File: src/rtl/conv_enc_k3.sv
// Rate-1/2, K=3 convolutional encoder with a valid/ready handshake on both sides.
// Define CONV_ENC_TERM_EN to append two zero tail bits per frame; otherwise frames are truncated.
module conv_enc_k3 #(
    parameter logic [2:0] G0 = 3'b111,
    parameter logic [2:0] G1 = 3'b101
) (
    input  logic       clk,
    input  logic       rst_n,
    input  logic       in_valid,
    input  logic       in_bit,
    input  logic       in_last,
    output logic       in_ready,
    output logic       out_valid,
    output logic [1:0] out_sym,
    output logic       out_last,
    input  logic       out_ready,
    output logic       busy
);

    typedef enum logic [1:0] {StRun, StTail0, StTail1} state_e;

    state_e     state_q, state_d;
    logic [1:0] sr_q, sr_d;
    logic       out_valid_q, out_valid_d;
    logic [1:0] out_sym_q, out_sym_d;
    logic       out_last_q, out_last_d;
    logic       busy_q, busy_d;

    logic       slot_free;
    logic       accept;
    logic       tail_load;
    logic       last_sym;
    logic       clr_sr;
    logic       load;
    logic       u;
    logic [2:0] taps;
    logic [1:0] sym;

    always_comb begin
        state_d   = state_q;
        tail_load = 1'b0;
        last_sym  = 1'b0;
        clr_sr    = 1'b0;

        slot_free = !out_valid_q || out_ready;
        in_ready  = (state_q == StRun) && slot_free;
        accept    = in_valid && in_ready;

`ifdef CONV_ENC_TERM_EN
        unique case (state_q)
            StRun: begin
                if (accept && in_last) state_d = StTail0;
            end
            StTail0: begin
                if (slot_free) begin
                    tail_load = 1'b1;
                    state_d   = StTail1;
                end
            end
            StTail1: begin
                if (slot_free) begin
                    tail_load = 1'b1;
                    last_sym  = 1'b1;
                    state_d   = StRun;
                end
            end
            default: state_d = StRun;
        endcase
`else
        // Truncated frames: the last data symbol closes the frame and the trellis restarts at 0.
        state_d  = StRun;
        last_sym = accept && in_last;
        clr_sr   = accept && in_last;
`endif

        // Tail steps encode u = 0, which also drains sr back to 2'b00.
        u    = accept ? in_bit : 1'b0;
        load = accept || tail_load;
        taps = {u, sr_q[0], sr_q[1]};
        sym  = {^(G0 & taps), ^(G1 & taps)};

        sr_d        = sr_q;
        out_valid_d = out_valid_q;
        out_sym_d   = out_sym_q;
        out_last_d  = out_last_q;

        if (slot_free) out_valid_d = load;
        if (load) begin
            out_sym_d  = sym;
            out_last_d = last_sym;
            sr_d       = clr_sr ? 2'b00 : {sr_q[0], u};
        end

        // A new frame accepted on the edge that retires out_last keeps busy high.
        busy_d = busy_q;
        if (out_valid_q && out_ready && out_last_q) busy_d = 1'b0;
        if (accept) busy_d = 1'b1;
    end

    always_ff @(posedge clk or negedge rst_n) begin
        if (!rst_n) begin
            state_q     <= StRun;
            sr_q        <= 2'b00;
            out_valid_q <= 1'b0;
            out_sym_q   <= 2'b00;
            out_last_q  <= 1'b0;
            busy_q      <= 1'b0;
        end else begin
            state_q     <= state_d;
            sr_q        <= sr_d;
            out_valid_q <= out_valid_d;
            out_sym_q   <= out_sym_d;
            out_last_q  <= out_last_d;
            busy_q      <= busy_d;
        end
    end

    assign out_valid = out_valid_q;
    assign out_sym   = out_sym_q;
    assign out_last  = out_last_q;
    assign busy      = busy_q;

endmodule
File: config.mk
export PLATFORM = sky130hd
export DESIGN_NAME = conv_enc_k3
export DESIGN_NICKNAME = d
export VERILOG_FILES = /design/src/rtl/conv_enc_k3.sv
export SDC_FILE = /design/constraint.sdc
export NUM_CORES = 1
export LEC_CHECK = 0
export CAP_MARGIN = 20
export CORE_AREA = 2 2 39 41
export CTS_BUF_LIST = sky130_fd_sc_hd__clkbuf_4 sky130_fd_sc_hd__clkbuf_8 sky130_fd_sc_hd__clkbuf_16
export DETAILED_ROUTE_END_ITERATION = 8
export DIE_AREA = 0 0 41 43
export PLACE_DENSITY = 0.51
export SYNTH_ARGS = -nofsm -noshare
export SYNTH_HDL_FRONTEND = slang
export SYNTH_SLANG_ARGS = --single-unit
File: constraint.sdc
create_clock -name clk -period 1.7 [get_ports clk]
set_input_delay 0.51 -clock clk [delete_from_list [all_inputs] [get_ports clk]]
set_output_delay 0.51 -clock clk [all_outputs]
set_load 0.01 [all_outputs]
Yosys cells after proc, flatten, opt, wreduce, memory -nomap -nowiden
Cells that the tools add are included.

Word-level logic and storage cells: 18. Bits of input ports: 6. Register bits: 7. Output and inout bits: 6.

Mux-type cells: 4. Reduce and logical (&&, ||, !) cells: 9.

Operator list (count): XOR reduction 3 bit (2); logical AND 1 bit (4); two-way mux 1 bit (3); two-way mux 2 bit (1); nonzero test 2 bit (1); zero test 1 bit (1); logical OR 1 bit (1).

Logic depth before layout (Yosys ltp)
Gate-level depths: netlist (run 1).

Depth in word-level cells: 5. Depth in mapped cells: 3.

Worst setup path after synthesis (run 1)
No wires, ideal clock.

Path kind: input to register. From: in out_ready. To: reg out_last_q, in the netlist out_last. Path slack: 499 ps. Cell stages on the path: 3. Buffers on the path: 0. Arrival time: 1076 ps. Setup time: 125 ps. Cells stage by stage: nand2b_4 > nand2_4 > mux2_2.

Word-level cells in the longest chain between the ends: 3.

RTL lines: start: declaration (RTL line 16) `input logic out_ready,`; logical OR 1 bit (*) (RTL line 45) `slot_free = !out_valid_q || out_ready;`; logical AND 1 bit (*) (RTL line 47) `accept = in_valid && in_ready;`; logical AND 1 bit (RTL line 72) `last_sym = accept && in_last;`; end signal: assignment (RTL line 113) `out_last_q <= out_last_d;`; end: declaration (RTL line 26) `logic out_last_q, out_last_d;`.

Mark *: on every way between the ends. The rest lies on a longest branch, timed or not. A chain may end at the register's enable or synchronous reset.

Final worst setup path (run 1)
From: reg out_valid_q, in the netlist out_valid. To: out out_valid.

RTL lines: start: declaration (RTL line 24) `logic out_valid_q, out_valid_d;`; start signal: assignment (RTL line 111) `out_valid_q <= out_valid_d;`; end: declaration (RTL line 13) `output logic out_valid,`.

No word-level cell between the ends.

==> impl_metrics.yaml, run 1 <==
status:
  status: "finished clean"
clock_network:
  htreeDepth: 1
  cts_tree: "yes"
  clk-insertion-delay-late_ns: 0.25
  clock-sinks: 7
  cts_max_path_buffers: 2
  root_buffer: "clkbuf_4"
  holdBufCountCts: 0
  cts_buffers: 3
  clk_pin_slew_ns: 0.05
timing:
  clock.fmax_mhz: 612
  maxSlewViolCount: 0
  relSlewSlack: 0.788
  period_needed_ns: 1.64
  timing.final.ws_setup_ns: 0.0648
  finalHoldViolCount: 0
  setup_viol: 0
  clock_skew_ns: 0.00177
  rsz0062_at_grt: "false"
  tightest_slew_ns: 0.317
  period_share: 0.962
routing:
  wirelength_um: 594
  drt_iter0_markers: 5
  drc_errors: 0
  vias: 242
  drtAntennaViolNets: 0
  wl_per_cell_um: 10.6
  viasPerCell: 4.32
  first_pass_iters: 2
power:
  leakagePower_nw: 0.235
  peakVddDrop_uv: 368
  total_power_uw: 521
  power.density_nw_per_um2: 1050
critical_path:
  crit_path_end_kind: "primary output"
  critPathKind: "register to primary output"
  cp_num_buf_inv: 1
  crit_fanout: 2
  r2r_start: "out_valid"
  rr_worst_depth: 5
  r2r_end: "sr_q[1]"
  crit_path_top_delay_cell: "clkdlybuf4s50_1"
  crit_path_max_incr_delay_ns: 0.53
  arrival_ns: 1.13
  rrSetupSlack_ns: 0.49
  start_kind: "register"
  worstPathRequired_ns: 1.19
  critPathTopFamily: "buffers and inverters"
  crit_chain: "clkdlybuf4s50_1"
run:
  maxCapViolCount: 0
synth:
  synth_cell_types: 10
  synth-seq-area-share: 0.556
  avgSynthCellArea_um2: 13.7
  ys_warn_count: 0
  syn_nets: 29
  synthesis.area_um2: 315
  synth_seq_cells: 7
  syn_inst: 23
placement:
  dp_slack_ns: -0.457
  place_congestion: 0.666
  placed_cell_area_um2: 453
  dp.cells: 51
  numPortBuffers: 11
layout:
  fin_cells: 56
  final_area_um2: 495
  syn_to_final_growth_pct: 57.1
  drive_above_1_share: 0.350
  insertedDiodeCount: 0
  fillerInstances: 140
  final_nets: 47
  mostFrequentLayoutCells: "dfrtp_1 (7), clkdlybuf4s50_1 (7), mux2_2 (5), clkbuf_4 (4)"
grt:
  grt_max_degree: 8
  grt_overflow_total: 0
  grt_pass1_vias: 230
  antenna_found_initial: 0
  track_usage: 0.0901
  grt_pass1_wl_um: 952
floorplanning:
  pin_count: 12
  die_x_um: 41
  die-area_um2: 1760
  core-area_um2: 1380
  start_util: 0.228
  die_y_um: 43
  num_rows: 14
min_path:
  hold_path.class: "register to register"
  hold_end: "out_sym[1]"
  hold_depth: 1
  hold_start: "out_sym[1]"
power breakdown:
group	leakage (nW)	switching (mW)	total, mW	internal, mW
clock network	0.0184	0.0630	0.169	0.106
logic	0.134	0.0503	0.138	0.0875
registers	0.0826	0.0170	0.215	0.198
timing repair:
item,in CTS,in global routing
endpoints found under the setup margin,2,2
buffers inserted,1,0
pin swaps,0,0
gates resized for setup,6,2
hold endpoints to repair,0,0
registers in the layout, indices dropped and copies added (netlist names):
signal and cells:
busy 1, out_valid 1, sr_q 2, out_sym 2, out_last 1
through the flow:
step                TNS (ns)  hold slack [ns]  utilization
CTS                        0            0.509        0.354
finish                     0            0.502        0.358
detailed placement    -0.886            0.497        0.327
global placement      -0.722            0.491        0.327
floorplan                  0            0.214            -
global route               0            0.517        0.358
worst max-delay path by stage:
stage          startpoint   endpoint  slack, ns  cells past startpoint
6_report        out_valid  out_valid       0.06                      1
5_1_grt         out_valid  out_valid      0.005                      1
4_1_cts          out_last   out_last      0.002                      1
3_5_place_dp    out_ready   in_ready      -0.46                      3
3_3_place_gp    out_ready   in_ready      -0.44                      3
2_1_floorplan   out_ready   out_last       0.50                      3
synth_stat cells:
library cell / number / area [um^2]
nand4b_1: 1 / 8.76
nor2_1: 2 / 7.51
mux2_2: 5 / 56.3
nand2b_4: 1 / 13.8
nor2b_1: 2 / 12.5
or2b_1: 1 / 7.51
xor2_1: 2 / 17.5
dfrtp_1: 7 / 175
nand2_4: 1 / 11.3
o21ai_0: 1 / 5.00
cell type report:
type                    instances  area [um^2]  area share
well taps                      16         20.0      0.0404
multi-input cells              16          140       0.283
clock buffers                   4         30.0      0.0606
repair buffers                 13          130       0.263
flip-flops and latches          7          175       0.354
cells by family after synthesis:
family          count (synthesis)  share of synthesized area
xor+xnor                        2                     0.0556
compound gates                  1                     0.0159
simple gates                    8                      0.194
mux                             5                      0.179
flops                           7                      0.556
per-layer routing:
metal | global-route usage | wire length (um) | up-vias
met4 | 0.100 | 17 | 0
met2 | 0.113 | 274 | 11
met3 | 0.0524 | 74 | 2
met1 | 0.0924 | 228 | 116
li1 | - | - | 113
met5 | 0 | 0 | -
No activity file was read; power rests on OpenSTA's default activity.
==> run 2, diff against run 1 <==
Settings changed: RECOVER_POWER set to 50, SLEW_MARGIN set to 40.
==> run 2 against run 1 <==
  * Combinational power barely moved
  * Wire length down 0.17%
  * Non-clock buffer count is the same
  * Power shrank 0.18%
  * Global-route usage is the same
  * Core utilization is the same
  * Fmax stayed put
  * First-iteration DRC count is the same
  * Clock power is essentially flat
  * Largest cell class unchanged
  * Highest routed layer unchanged
==> impl_metrics.yaml, run 2 (synthesis results as in run 1) <==
floorplanning:
  num_rows: 14
  die_y_um: 43
  die_x_um: 41
  core-area_um2: 1380
  die-area_um2: 1760
  start_util: 0.228
  pin_count: 12
critical_path:
  cp_num_buf_inv: 1
  start_kind: "register"
  crit_path_end_kind: "primary output"
  crit_path_max_incr_delay_ns: 0.53
  critPathKind: "register to primary output"
  worst-path-stages: 1
  crit_fanout: 2
  crit_path_top_delay_cell: "clkdlybuf4s50_1"
  rr_worst_depth: 5
  arrival_ns: 1.13
  crit_chain: "clkdlybuf4s50_1"
  worstPathRequired_ns: 1.19
  critPathTopFamily: "buffers and inverters"
timing:
  tightest_slew_ns: 0.322
  finalHoldViolCount: 0
  clock_skew_ns: 0.00177
  maxSlewViolCount: 0
  period_share: 0.962
  period_needed_ns: 1.64
  clock.fmax_mhz: 612
  hold_ws_ns: 0.502
  relSlewSlack: 0.785
  rsz0062_at_grt: "false"
  setup_viol: 0
routing:
  viasPerCell: 4.32
  drc_errors: 0
  drt_iter0_markers: 5
  drtAntennaViolNets: 0
  wirelength_um: 593
  first_pass_iters: 2
  wl_per_cell_um: 10.6
  vias: 242
placement:
  dp.cells: 51
  place_congestion: 0.666
  numPortBuffers: 11
clock_network:
  clock-sinks: 7
  holdBufCountCts: 0
  root_buffer: "clkbuf_4"
  clk-insertion-delay-late_ns: 0.25
  cts_tree: "yes"
  htreeDepth: 1
  cts_buffers: 3
  clk_pin_slew_ns: 0.05
  cts_max_path_buffers: 2
layout:
  drive_above_1_share: 0.350
  mostFrequentLayoutCells: "dfrtp_1 (7), mux2_2 (5), clkdlybuf4s50_1 (5), clkbuf_4 (4)"
  fillerInstances: 140
  syn_to_final_growth_pct: 57.1
  final_nets: 47
  insertedDiodeCount: 0
  layout_commonest_cell: "dfrtp_1"
  fin_cells: 56
power:
  p_int_uw: 390
  power_frac_comb: 0.263
  seqPwrFrac: 0.413
  switching_share: 0.250
  peakVddDrop_uv: 368
  clock_power_share: 0.324
  power.density_nw_per_um2: 1050
  switching_power_uw: 130
  leakagePower_nw: 0.235
grt:
  grt_pass1_vias: 230
  track_usage: 0.0901
  grt_pass1_wl_um: 952
  antenna_found_initial: 0
  grt_max_degree: 8
  grt_overflow_total: 0
status:
  status: "finished clean"
run:
  maxCapViolCount: 0
min_path:
  hold_depth: 1
  hold_path.class: "register to register"
run 2: changes by cell type in the layout (fill, tap and decap cells not counted):
| cell | delta |
|---|---|
| dlygate4sd3_1 | +2 |
| clkdlybuf4s50_1 | -2 |
run 2: path summary, 6_finish.rpt:
check | from | to | slack [ns]
min in group asynchronous | rst_n | sr_q[0] | 0.58
worst min-delay path | out_sym[1] | out_sym[1] | 0.50
worst max register to register | out_valid | sr_q[1] | 0.49
worst min register to register | out_sym[1] | out_sym[1] | 0.50
worst max-delay path | out_valid | out_valid | 0.06
max in group asynchronous | rst_n | out_sym[1] | 0.88
run 2: routing by layer:
layer,global-route usage,wire length [um],vias to the layer above
li1,-,-,113
met2,0.113,274,11
met4,0.100,17,0
met3,0.0524,73,2
met5,0,0,-
met1,0.0924,228,116
run 2: what timing repair did:
action / CTS / global route
gates resized for setup: 6 / 2
hold endpoints to repair: 0 / 0
setup buffers: 1 / 0
pin swaps: 0 / 0
endpoints found under the setup margin: 2 / 2
run 2: power by group through the flow:
stage,Clock (mW),Combinational [mW],Sequential (mW)
floorplan,0,0.0473,0.230
global placement,0,0.137,0.218
detailed placement,0,0.139,0.220
CTS,0.178,0.143,0.216
global route,0.189,0.148,0.218
finish,0.169,0.137,0.215
run 2: cell type report:
class	instances	area (um^2)	share of cell area
clock buffers	4	30.0	0.0606
flip-flops and latches	7	175	0.354
repair buffers	13	130	0.263
multi-input cells	16	140	0.283
well taps	16	20.0	0.0404
run 2: through the flow:
stage                     instance area (um^2)  total power [mW]  setup WS, ns   util  setup TNS [ns]
after global placement                     453             0.355        -0.445  0.327          -0.722
after floorplan                            315             0.277         0.499      -               0
after detailed placement                   453             0.358        -0.457  0.327          -0.886
after CTS                                  490             0.536       0.00249  0.354               0
final                                      495             0.520        0.0648  0.358               0
after global routing                       495             0.555       0.00529  0.358               0
